File: config.mk
export PLATFORM = sky130hd
export DESIGN_NAME = tx_am_pacer
export DESIGN_NICKNAME = d
export VERILOG_FILES = /design/src/rtl/tx_pkg.sv /design/src/rtl/tx_am_pacer_fifo.sv /design/src/rtl/tx_am_pacer.sv
export SDC_FILE = /design/constraint.sdc
export NUM_CORES = 1
export LEC_CHECK = 0
export CORE_MARGIN = 10
export CORE_UTILIZATION = 30
export DETAILED_ROUTE_END_ITERATION = 8
export GPL_TIMING_DRIVEN = 0
export HOLD_SLACK_MARGIN = 0.08
export PLACE_DENSITY_LB_ADDON = 0.08
export REMOVE_ABC_BUFFERS = 1
export SKIP_CTS_REPAIR_TIMING = 1
export SYNTH_ARGS = -nofsm -noshare
export SYNTH_HDL_FRONTEND = slang
export SYNTH_HIERARCHICAL = 1
export SYNTH_SLANG_ARGS = --single-unit
File: constraint.sdc
create_clock -name clk -period 3.7 [get_ports clk]
set_input_delay 1.11 -clock clk [delete_from_list [all_inputs] [get_ports clk]]
set_output_delay 1.11 -clock clk [all_outputs]
set_load 0.05 [all_outputs]
File: src/rtl/tx_pkg.sv
// tx_pkg: shared constants for the transmitter AM path.
//   AM_DATA_W / AM_FIFO_DEPTH : default envelope width and pacer FIFO depth
//   CLK_HZ / AM_SAMPLE_HZ     : system clock and envelope sample rate
//   AM_DIVIDE                 : clocks per envelope sample
//   STREAM_W                  : width of controller stream words
package tx_pkg;
  localparam int STREAM_W      = 32;
  localparam int AM_DATA_W     = 16;
  localparam int AM_FIFO_DEPTH = 16;
  localparam int CLK_HZ        = 100_000_000;
  localparam int AM_SAMPLE_HZ  = 40_000;
  localparam int AM_DIVIDE     = CLK_HZ / AM_SAMPLE_HZ;
endpackage

File: src/rtl/tx_am_pacer_fifo.sv
// am_fifo: synchronous FIFO holding queued envelope samples.
//   clk, rst    : clock, synchronous active-high reset (pointers and count)
//   push, din   : write din at the tail (ignored when full)
//   pop, dout   : dout is the current head; pop advances it (ignored when empty)
//   full, empty : occupancy flags
//   fill        : occupancy, 0..DEPTH, from a dedicated up/down counter
module am_fifo
  import tx_pkg::*;
#(
  parameter int WIDTH = AM_DATA_W,
  parameter int DEPTH = AM_FIFO_DEPTH
) (
  input  logic                     clk,
  input  logic                     rst,
  input  logic                     push,
  input  logic [WIDTH-1:0]         din,
  input  logic                     pop,
  output logic [WIDTH-1:0]         dout,
  output logic                     full,
  output logic                     empty,
  output logic [$clog2(DEPTH):0]   fill
);
  localparam int PTR_W  = $clog2(DEPTH);
  localparam int FILL_W = PTR_W + 1;

  logic [WIDTH-1:0]  mem_q [DEPTH];
  logic [WIDTH-1:0]  mem_d [DEPTH];
  logic [PTR_W-1:0]  wr_ptr_q, wr_ptr_d;
  logic [PTR_W-1:0]  rd_ptr_q, rd_ptr_d;
  logic [FILL_W-1:0] fill_q, fill_d;
  logic              do_push, do_pop;

  assign full    = (fill_q == FILL_W'(DEPTH));
  assign empty   = (fill_q == '0);
  assign do_push = push && !full;
  assign do_pop  = pop && !empty;
  assign dout    = mem_q[rd_ptr_q];
  assign fill    = fill_q;

  always_comb begin
    mem_d    = mem_q;
    wr_ptr_d = wr_ptr_q;
    rd_ptr_d = rd_ptr_q;
    fill_d   = fill_q;
    if (do_push) begin
      mem_d[wr_ptr_q] = din;
      wr_ptr_d        = wr_ptr_q + 1'b1;
    end
    if (do_pop) begin
      rd_ptr_d = rd_ptr_q + 1'b1;
    end
    if (do_push && !do_pop) begin
      fill_d = fill_q + 1'b1;
    end else if (do_pop && !do_push) begin
      fill_d = fill_q - 1'b1;
    end
  end

  always_ff @(posedge clk) begin
    if (rst) begin
      wr_ptr_q <= '0;
      rd_ptr_q <= '0;
      fill_q   <= '0;
    end else begin
      wr_ptr_q <= wr_ptr_d;
      rd_ptr_q <= rd_ptr_d;
      fill_q   <= fill_d;
    end
  end

  // Storage needs no reset: stale entries are unreachable once the pointers clear.
  always_ff @(posedge clk) begin
    mem_q <= mem_d;
  end
endmodule

File: src/rtl/tx_am_pacer.sv
// tx_am_pacer: rate-matches the controller's AM word stream to a fixed
// envelope sample rate, holding the last level on underflow.
//   clk, rst            : clock, synchronous active-high reset
//   input_tx_am[_stb]   : amplitude word and valid (low DATA_W bits used)
//   input_tx_am_ack     : ready; transfer on stb && ack
//   enable              : pacing enable; low forces level 0 and stops draining
//   am_level            : registered envelope level
//   am_valid            : one-cycle pulse per sample tick
//   underflow           : one-cycle pulse on a tick that found the FIFO empty
//   underflow_count     : saturating count of underflow ticks
//   fill                : FIFO occupancy
module tx_am_pacer
  import tx_pkg::*;
#(
  parameter int DATA_W = AM_DATA_W,
  parameter int DEPTH  = AM_FIFO_DEPTH,
  parameter int DIVIDE = AM_DIVIDE
) (
  input  logic                   clk,
  input  logic                   rst,
  input  logic [STREAM_W-1:0]    input_tx_am,
  input  logic                   input_tx_am_stb,
  output logic                   input_tx_am_ack,
  input  logic                   enable,
  output logic [DATA_W-1:0]      am_level,
  output logic                   am_valid,
  output logic                   underflow,
  output logic [15:0]            underflow_count,
  output logic [$clog2(DEPTH):0] fill
);
  localparam int              CNT_W    = (DIVIDE > 1) ? $clog2(DIVIDE) : 1;
  localparam logic [CNT_W-1:0] CNT_LAST = CNT_W'(DIVIDE - 1);

  logic              rst_q, rst_d;
  logic [CNT_W-1:0]  cnt_q, cnt_d;
  logic [DATA_W-1:0] am_level_q, am_level_d;
  logic              am_valid_q, am_valid_d;
  logic              underflow_q, underflow_d;
  logic [15:0]       uf_count_q, uf_count_d;

  logic              tick, push, pop, fifo_full, fifo_empty;
  logic [DATA_W-1:0] head;
  logic [STREAM_W-1:0] unused_word;

  assign unused_word     = input_tx_am;
  // rst_q keeps ack low for one cycle after reset is released.
  assign input_tx_am_ack = !rst_q && !fifo_full;
  assign push            = input_tx_am_stb && input_tx_am_ack;
  assign tick            = enable && (cnt_q == CNT_LAST);
  // Pop decision uses registered occupancy, so a word pushed on a tick
  // cycle cannot satisfy that same tick.
  assign pop             = tick && !fifo_empty;

  am_fifo #(.WIDTH(DATA_W), .DEPTH(DEPTH)) u_fifo (
    .clk   (clk),
    .rst   (rst),
    .push  (push),
    .din   (input_tx_am[DATA_W-1:0]),
    .pop   (pop),
    .dout  (head),
    .full  (fifo_full),
    .empty (fifo_empty),
    .fill  (fill)
  );

  always_comb begin
    rst_d       = rst;
    cnt_d       = '0;
    am_level_d  = am_level_q;
    am_valid_d  = tick;
    underflow_d = tick && fifo_empty;
    uf_count_d  = uf_count_q;
    if (enable && (cnt_q != CNT_LAST)) begin
      cnt_d = cnt_q + 1'b1;
    end
    if (pop) begin
      am_level_d = head;
    end
    if (underflow_d && (uf_count_q != 16'hFFFF)) begin
      uf_count_d = uf_count_q + 16'd1;
    end
    if (!enable) begin
      am_level_d = '0;
    end
  end

  always_ff @(posedge clk) begin
    rst_q <= rst_d;
    if (rst) begin
      cnt_q       <= '0;
      am_level_q  <= '0;
      am_valid_q  <= 1'b0;
      underflow_q <= 1'b0;
      uf_count_q  <= '0;
    end else begin
      cnt_q       <= cnt_d;
      am_level_q  <= am_level_d;
      am_valid_q  <= am_valid_d;
      underflow_q <= underflow_d;
      uf_count_q  <= uf_count_d;
    end
  end

  assign am_level        = am_level_q;
  assign am_valid        = am_valid_q;
  assign underflow       = underflow_q;
  assign underflow_count = uf_count_q;
endmodule

; After elaboration in Yosys (flattened, before gate mapping)
; Cells that the tools add are included.
[word_totals]
reg_bits = 316
inputBits = 36
out_inout_bits = 40
elab_cells = 71
[classes]
n_addsub = 6
order_cmp = 3
n_eq_ne = 4
muxes = 8
n_bitwise = 4
reduce_logical = 21
[op_table]
columns = cell, n
row1 = bitwise mux 256 bit, 1
row2 = binary-select mux 16 bit (select 4 bit), 1
row3 = demux 16 bit (select 4 bit), 1
row4 = two-way mux 16 bit, 3
row5 = adder 16 x 1 -> 16 bit (second input constant), 1
row6 = inequality test 16 bit (second input constant), 1
row7 = adder 12 x 1 -> 12 bit (second input constant), 1
row8 = == test 12 bit (second input constant), 1
row9 = logical AND 1 bit, 12
row10 = inequality test 12 bit (second input constant), 1
row11 = >= comparator 5 bit (second input constant), 2
row12 = two-way mux 5 bit, 2
row13 = inverter 4 -> 5 bit, 2
row14 = adder 4 x 1 -> 4 bit (second input constant), 2
row15 = adder 5 x 1 -> 5 bit (second input constant), 1
row16 = == test 5 bit (second input constant), 1
row17 = logical NOT 1 bit, 5
row18 = logical NOT 5 bit, 1
row19 = < comparator 5 x 1 -> 1 bit (second input constant), 1
row20 = subtractor 5 x 1 -> 5 bit (second input constant), 1
row21 = OR reduction 2 bit, 2
row22 = inverter 1 bit, 2
row23 = nonzero test 2 bit, 1

; Longest topological paths before layout
[depth]
word_depth = 9
ltp_mapped = 14
depth_no_buf = 12

; By module
; The synthesis kept the hierarchy.
[by_module_without_submodules]
columns = mod, instances, cells_per_inst, area_each_um2
row1 = am_fifo, 1, 501, 10408.7
row2 = tx_am_pacer, 1, 237, 2029.4

; Worst setup path before layout
; No wires, ideal clock.
[synth_timing]
path_type = reg2reg
from = register u_fifo.fill_q[0], in the netlist u_fifo/fill[0]
to = register u_fifo/mem_q[224] in the netlist's numbering (enable)
arrival_time_ps = 3528
t_required_ps = 3291
path_slack_ps = -238
path_stages_with_launch = 10
period_less_slack_ps = 3938
cell_sequence = dfxtp_1 > or4_1 > buf_2 > nor2_1 > nor2_1 > and2_1 > o21a_1 > buf_6 > nand2_1 > nor3_1
[synth_via]
elab_chain_cells = 5
[synth_rtl]
columns = item, line_no
row1 = "start, declared", tx_am_pacer_fifo.sv:30  ; logic [FILL_W-1:0] fill_q, fill_d;
row2 = "start signal, assigned", tx_am_pacer_fifo.sv:67  ; fill_q <= fill_d;
row3 = == test 5 bit, tx_am_pacer_fifo.sv:33  ; assign full = (fill_q == FILL_W'(DEPTH));
row4 = net fifo_full, tx_am_pacer.sv:41  ; logic tick, push, pop, fifo_full, fifo_empty;
row5 = logical NOT 1 bit, tx_am_pacer.sv:47  ; assign input_tx_am_ack = !rst_q && !fifo_full;
row6 = logical AND 1 bit, tx_am_pacer.sv:47
row7 = net input_tx_am_ack, tx_am_pacer.sv:23  ; output logic input_tx_am_ack,
row8 = logical AND 1 bit, tx_am_pacer.sv:48  ; assign push = input_tx_am_stb && input_tx_am_ack;
row9 = net push, tx_am_pacer.sv:41
row10 = logical AND 1 bit, tx_am_pacer_fifo.sv:35  ; assign do_push = push && !full;
row11 = net u_fifo.do_push, tx_am_pacer_fifo.sv:31  ; logic do_push, do_pop;
row12 = "end signal, assigned", tx_am_pacer_fifo.sv:73  ; mem_q <= mem_d;
row13 = "end, declared", tx_am_pacer_fifo.sv:26  ; logic [WIDTH-1:0] mem_q [DEPTH];
; The timed path passes the listed nets, and every way through them passes these cells.
; A chain may end at the register's enable or synchronous reset.

; Worst setup path after layout
[layout_timing]
from = register u_fifo.fill_q[0], in the netlist u_fifo/fill[0]
to = register u_fifo.fill_q[4], in the netlist u_fifo/fill[4]
[layout_via]
elab_chain_cells = 8
word_cells_on_any_way = 18
cone_classes = 2 x add/sub / 1 x eq/ne / 2 x mux / 13 x reduce/logical
[layout_rtl]
columns = item, line_no
row1 = == test 5 bit (*), tx_am_pacer_fifo.sv:33
row2 = net fifo_full, tx_am_pacer.sv:41
row3 = logical NOT 1 bit (*), tx_am_pacer.sv:47
row4 = logical AND 1 bit (*), tx_am_pacer.sv:47
row5 = logical AND 1 bit (*), tx_am_pacer.sv:48
row6 = net push, tx_am_pacer.sv:41
row7 = logical AND 1 bit (*), tx_am_pacer_fifo.sv:35
row8 = logical NOT 1 bit, tx_am_pacer_fifo.sv:54  ; end else if (do_pop && !do_push) begin
row9 = logical AND 1 bit, tx_am_pacer_fifo.sv:54
row10 = nonzero test 2 bit (no line), --
; Mark *: on every way through the listed nets, which the timed path passes. The rest lies on a longest branch. The select of a mux whose other input is x is not followed.

==> impl_metrics.toml <==
[synth]
async_flop_share = 0
synth_seq_cells = 316
synth_ff_type = "edfxtp_1"
netlist_area_sq_um = 12400
syn_avg_cell_area_sq_um = 16.9
yosys_warnings = 6
ys_seq_area_frac = 0.715
synth_cell_type_count = 48
syn_inst = 738
synth_edf_count = 256

[placement]
port_buffers = 59
hpwl_um = 19400
pre_cts_slack_ns = -0.806
gp_congestion = 0.763

[floorplan]
ioPinCount = 76
initial_core_util = 0.304
die_area_sq_um = 50000
fp.coreArea_sq_um = 40900
die_x_um = 224
die_h_um = 224
rows = 74

[global_routing]
grt_pass1_vias = 7153
overflow = 0
grt_use_total = 0.125
grt_antenna_before_repair = 2
grt_pass1_wl_um = 46700
grt_max_degree = 40

[worst_setup_path]
worstPathArrival_ns = 3.79
r2r_setup_slack_ns = 0.34
worstPathMaxFanout = 8
rr_worst_depth = 12
critical_path_class = "flop to flop"
start_kind = "flop"
rr_endpoint = "u_fifo/fill[4]"
worst_setup_path_end_kind = "flop"
regToRegStartpoint = "u_fifo/fill[0]"
crit_start = "u_fifo/fill[0]"
worstPathRequired_ns = 4.13
endpoint = "u_fifo/fill[4]"

[timing]
finalCriticalPeriod_ns = 3.36
whs_ns = 0.452
finalCritPeriodShare = 0.909
layout_setup_ws_ns = 0.336
hold_viol = 0
final-max-slew-violation-count = 0
setup_viol = 0
tns_ns = 0
fmax_mhz = 297
rsz0062_at_grt = "no"
relSlewSlack = 0.154
tightest_slew_ns = 1.27
skew_ns = 0.0205

[clocking]
clkLatencyLatePin_ns = 0.54
cts_root_buf = "clkbuf_16"
clkTransAtPathRegs_ns = 0.05
cts_tree = "yes"
cts_buffer_depth = 3
cts-htree-levels = 2
cts_inserted_buffers = 38
cts_sinks = 316

[worst_hold_path]
min_path_type = "flop to flop"

[layout]
fillers = 3847
diodes = 0
area_growth_syn_to_layout_pct = 21.0
drive_above_1_share = 0.198
nets = 869

[route]
wirelength_um = 31500
wl_per_cell_um = 22.8
drtAntennaViolNets = 0
viasPerCell = 4.88
drt-pass1-iter-count = 4
num_vias = 6742
drc = 0
first_iter_violations = 436

[power]
powerDensity_nw_per_um2 = 502
p_leak_nw = 4.67
ir_drop_mv = 0.298

[flow_run]
cap_violations = 0

[outcome]
status = "finished, final reports clean"
## logic make-up after synthesis
logic type / Yosys count / synth area share
and+or+nand+nor: 197 / 0.0771
buffers and inverters: 45 / 0.0166
muxes: 70 / 0.121
xor gates and xnor gates: 28 / 0.0197
adders and majority gates: 13 / 0.0137
DFF: 316 / 0.715
AOI/OAI and AO/OA: 69 / 0.0372
## where the power goes
part	leakage [nW]	internal [W]	switching [W]	total, W
Combinational	1.35	0.000113	0.000218	0.000330
Clock	0.536	0.00193	0.00140	0.00333
Sequential	2.79	0.00388	0.0000231	0.00390
## worst min-delay path by stage
stage / end / slack, ns / startpoint / cells past startpoint
2_1_floorplan: cnt_q[0] / 0.43 / cnt_q[0] / 1
3_3_place_gp: cnt_q[0] / 0.44 / cnt_q[0] / 1
3_5_place_dp: am_level[11] / 0.45 / am_level[11] / 2
4_1_cts: am_level[9] / 0.46 / am_level[9] / 2
5_1_grt: am_level[3] / 0.49 / am_level[3] / 2
6_report: am_level[11] / 0.45 / am_level[11] / 2
## per-stage QoR
step | utilization | instance area (sq um) | total power (W) | std cells
finish | 0.368 | 15100 | 0.00756 | 1381
global placement | 0.330 | 13500 | 0.00429 | 1293
global route | 0.368 | 15100 | 0.00787 | 1381
floorplan | - | 12300 | 0.00415 | 702
detailed placement | 0.341 | 13900 | 0.00431 | 1312
CTS | 0.368 | 15000 | 0.00770 | 1381
## layer usage
| layer | vias to the layer above | share of wire | track usage |
|---|---|---|---|
| met1 | 3488 | 0.43 | 0.153 |
| li1 | 3045 | - | - |
| met5 | - | 0.00083 | 0 |
| met2 | 161 | 0.50 | 0.212 |
| met3 | 44 | 0.054 | 0.0302 |
| met4 | 4 | 0.018 | 0.0410 |
## final cells by class
cell class / count / area [sq um] / area share
clock buffers: 57 / 1030 / 0.0686
clock inverters: 12 / 72.6 / 0.00482
inverters: 9 / 33.8 / 0.00224
multi-input cells: 377 / 3450 / 0.229
flip-flops and latches: 316 / 8900 / 0.591
well taps: 532 / 666 / 0.0442
repair buffers: 78 / 906 / 0.0602
## registers in the layout, summed over array words and instances (netlist names)
register / count
u_fifo/mem_q: 256
am_level: 16
underflow_count: 16
cnt_q: 12
u_fifo/fill: 5
u_fifo/rd_ptr_q: 4
u_fifo/wr_ptr_q: 4
am_valid: 1
rst_q: 1
underflow: 1
## Yosys cell counts (2+ instances only)
| library cell | count | area [sq um] |
|---|---|---|
| nor3_1 | 9 | 45.0 |
| o211ai_1 | 3 | 22.5 |
| or4_1 | 4 | 30.0 |
| nand3_1 | 13 | 65.1 |
| mux2i_1 | 2 | 20.0 |
| ha_1 | 12 | 150 |
| nand3b_1 | 2 | 15.0 |
| xnor2_1 | 13 | 114 |
| buf_1 | 3 | 11.3 |
| a21oi_1 | 23 | 115 |
| dfxtp_1 | 60 | 1200 |
| nor2b_1 | 6 | 37.5 |
| clkbuf_1 | 20 | 75.1 |
| nor4_1 | 4 | 25.0 |
| and2_1 | 3 | 18.8 |
| inv_1 | 9 | 33.8 |
| and3_1 | 6 | 37.5 |
| a211oi_1 | 2 | 15.0 |
| o31ai_1 | 4 | 30.0 |
| and2_2 | 2 | 15.0 |
| and4_1 | 3 | 26.3 |
| nand2_1 | 63 | 236 |
| xor2_1 | 15 | 131 |
| buf_6 | 2 | 22.5 |
| a22oi_1 | 32 | 240 |
| edfxtp_1 | 256 | 7690 |
| buf_2 | 8 | 40.0 |
| and4_2 | 2 | 20.0 |
| nand2b_1 | 5 | 31.3 |
| nor2_1 | 61 | 229 |
| mux4_2 | 64 | 1440 |
| nand4_1 | 8 | 50.1 |
| mux2_2 | 4 | 45.0 |
## critical path, cell delays in order, from the launching register on
cell and delay (ns):
dfxtp_1 0.35, or4_1 0.73, nor2_1 0.17, nor2_1 0.07, and2_1 0.20, o21a_1 0.21
ha_1 0.27, inv_1 0.15, ha_1 0.30, a21oi_1 0.19, a211oi_1 0.10, a31oi_1 0.18
mux2_2 0.35
## layout by cell type, fill, tap and decap left out, types with 9 or more instances in the layout
master,netlist,routed
ha_1,12,12
nand3_1,13,13
nor2_1,61,46
xnor2_1,13,13
mux4_2,64,64
clkbuf_16,0,38
a22oi_1,32,32
dfxtp_1,60,58
nand2_1,63,63
clkbuf_1,20,18
inv_1,9,9
xor2_1,15,15
a21oi_1,23,23
edfxtp_1,256,256
clkdlybuf4s50_1,0,57
Note: power is estimated with default switching activity, not from simulation.
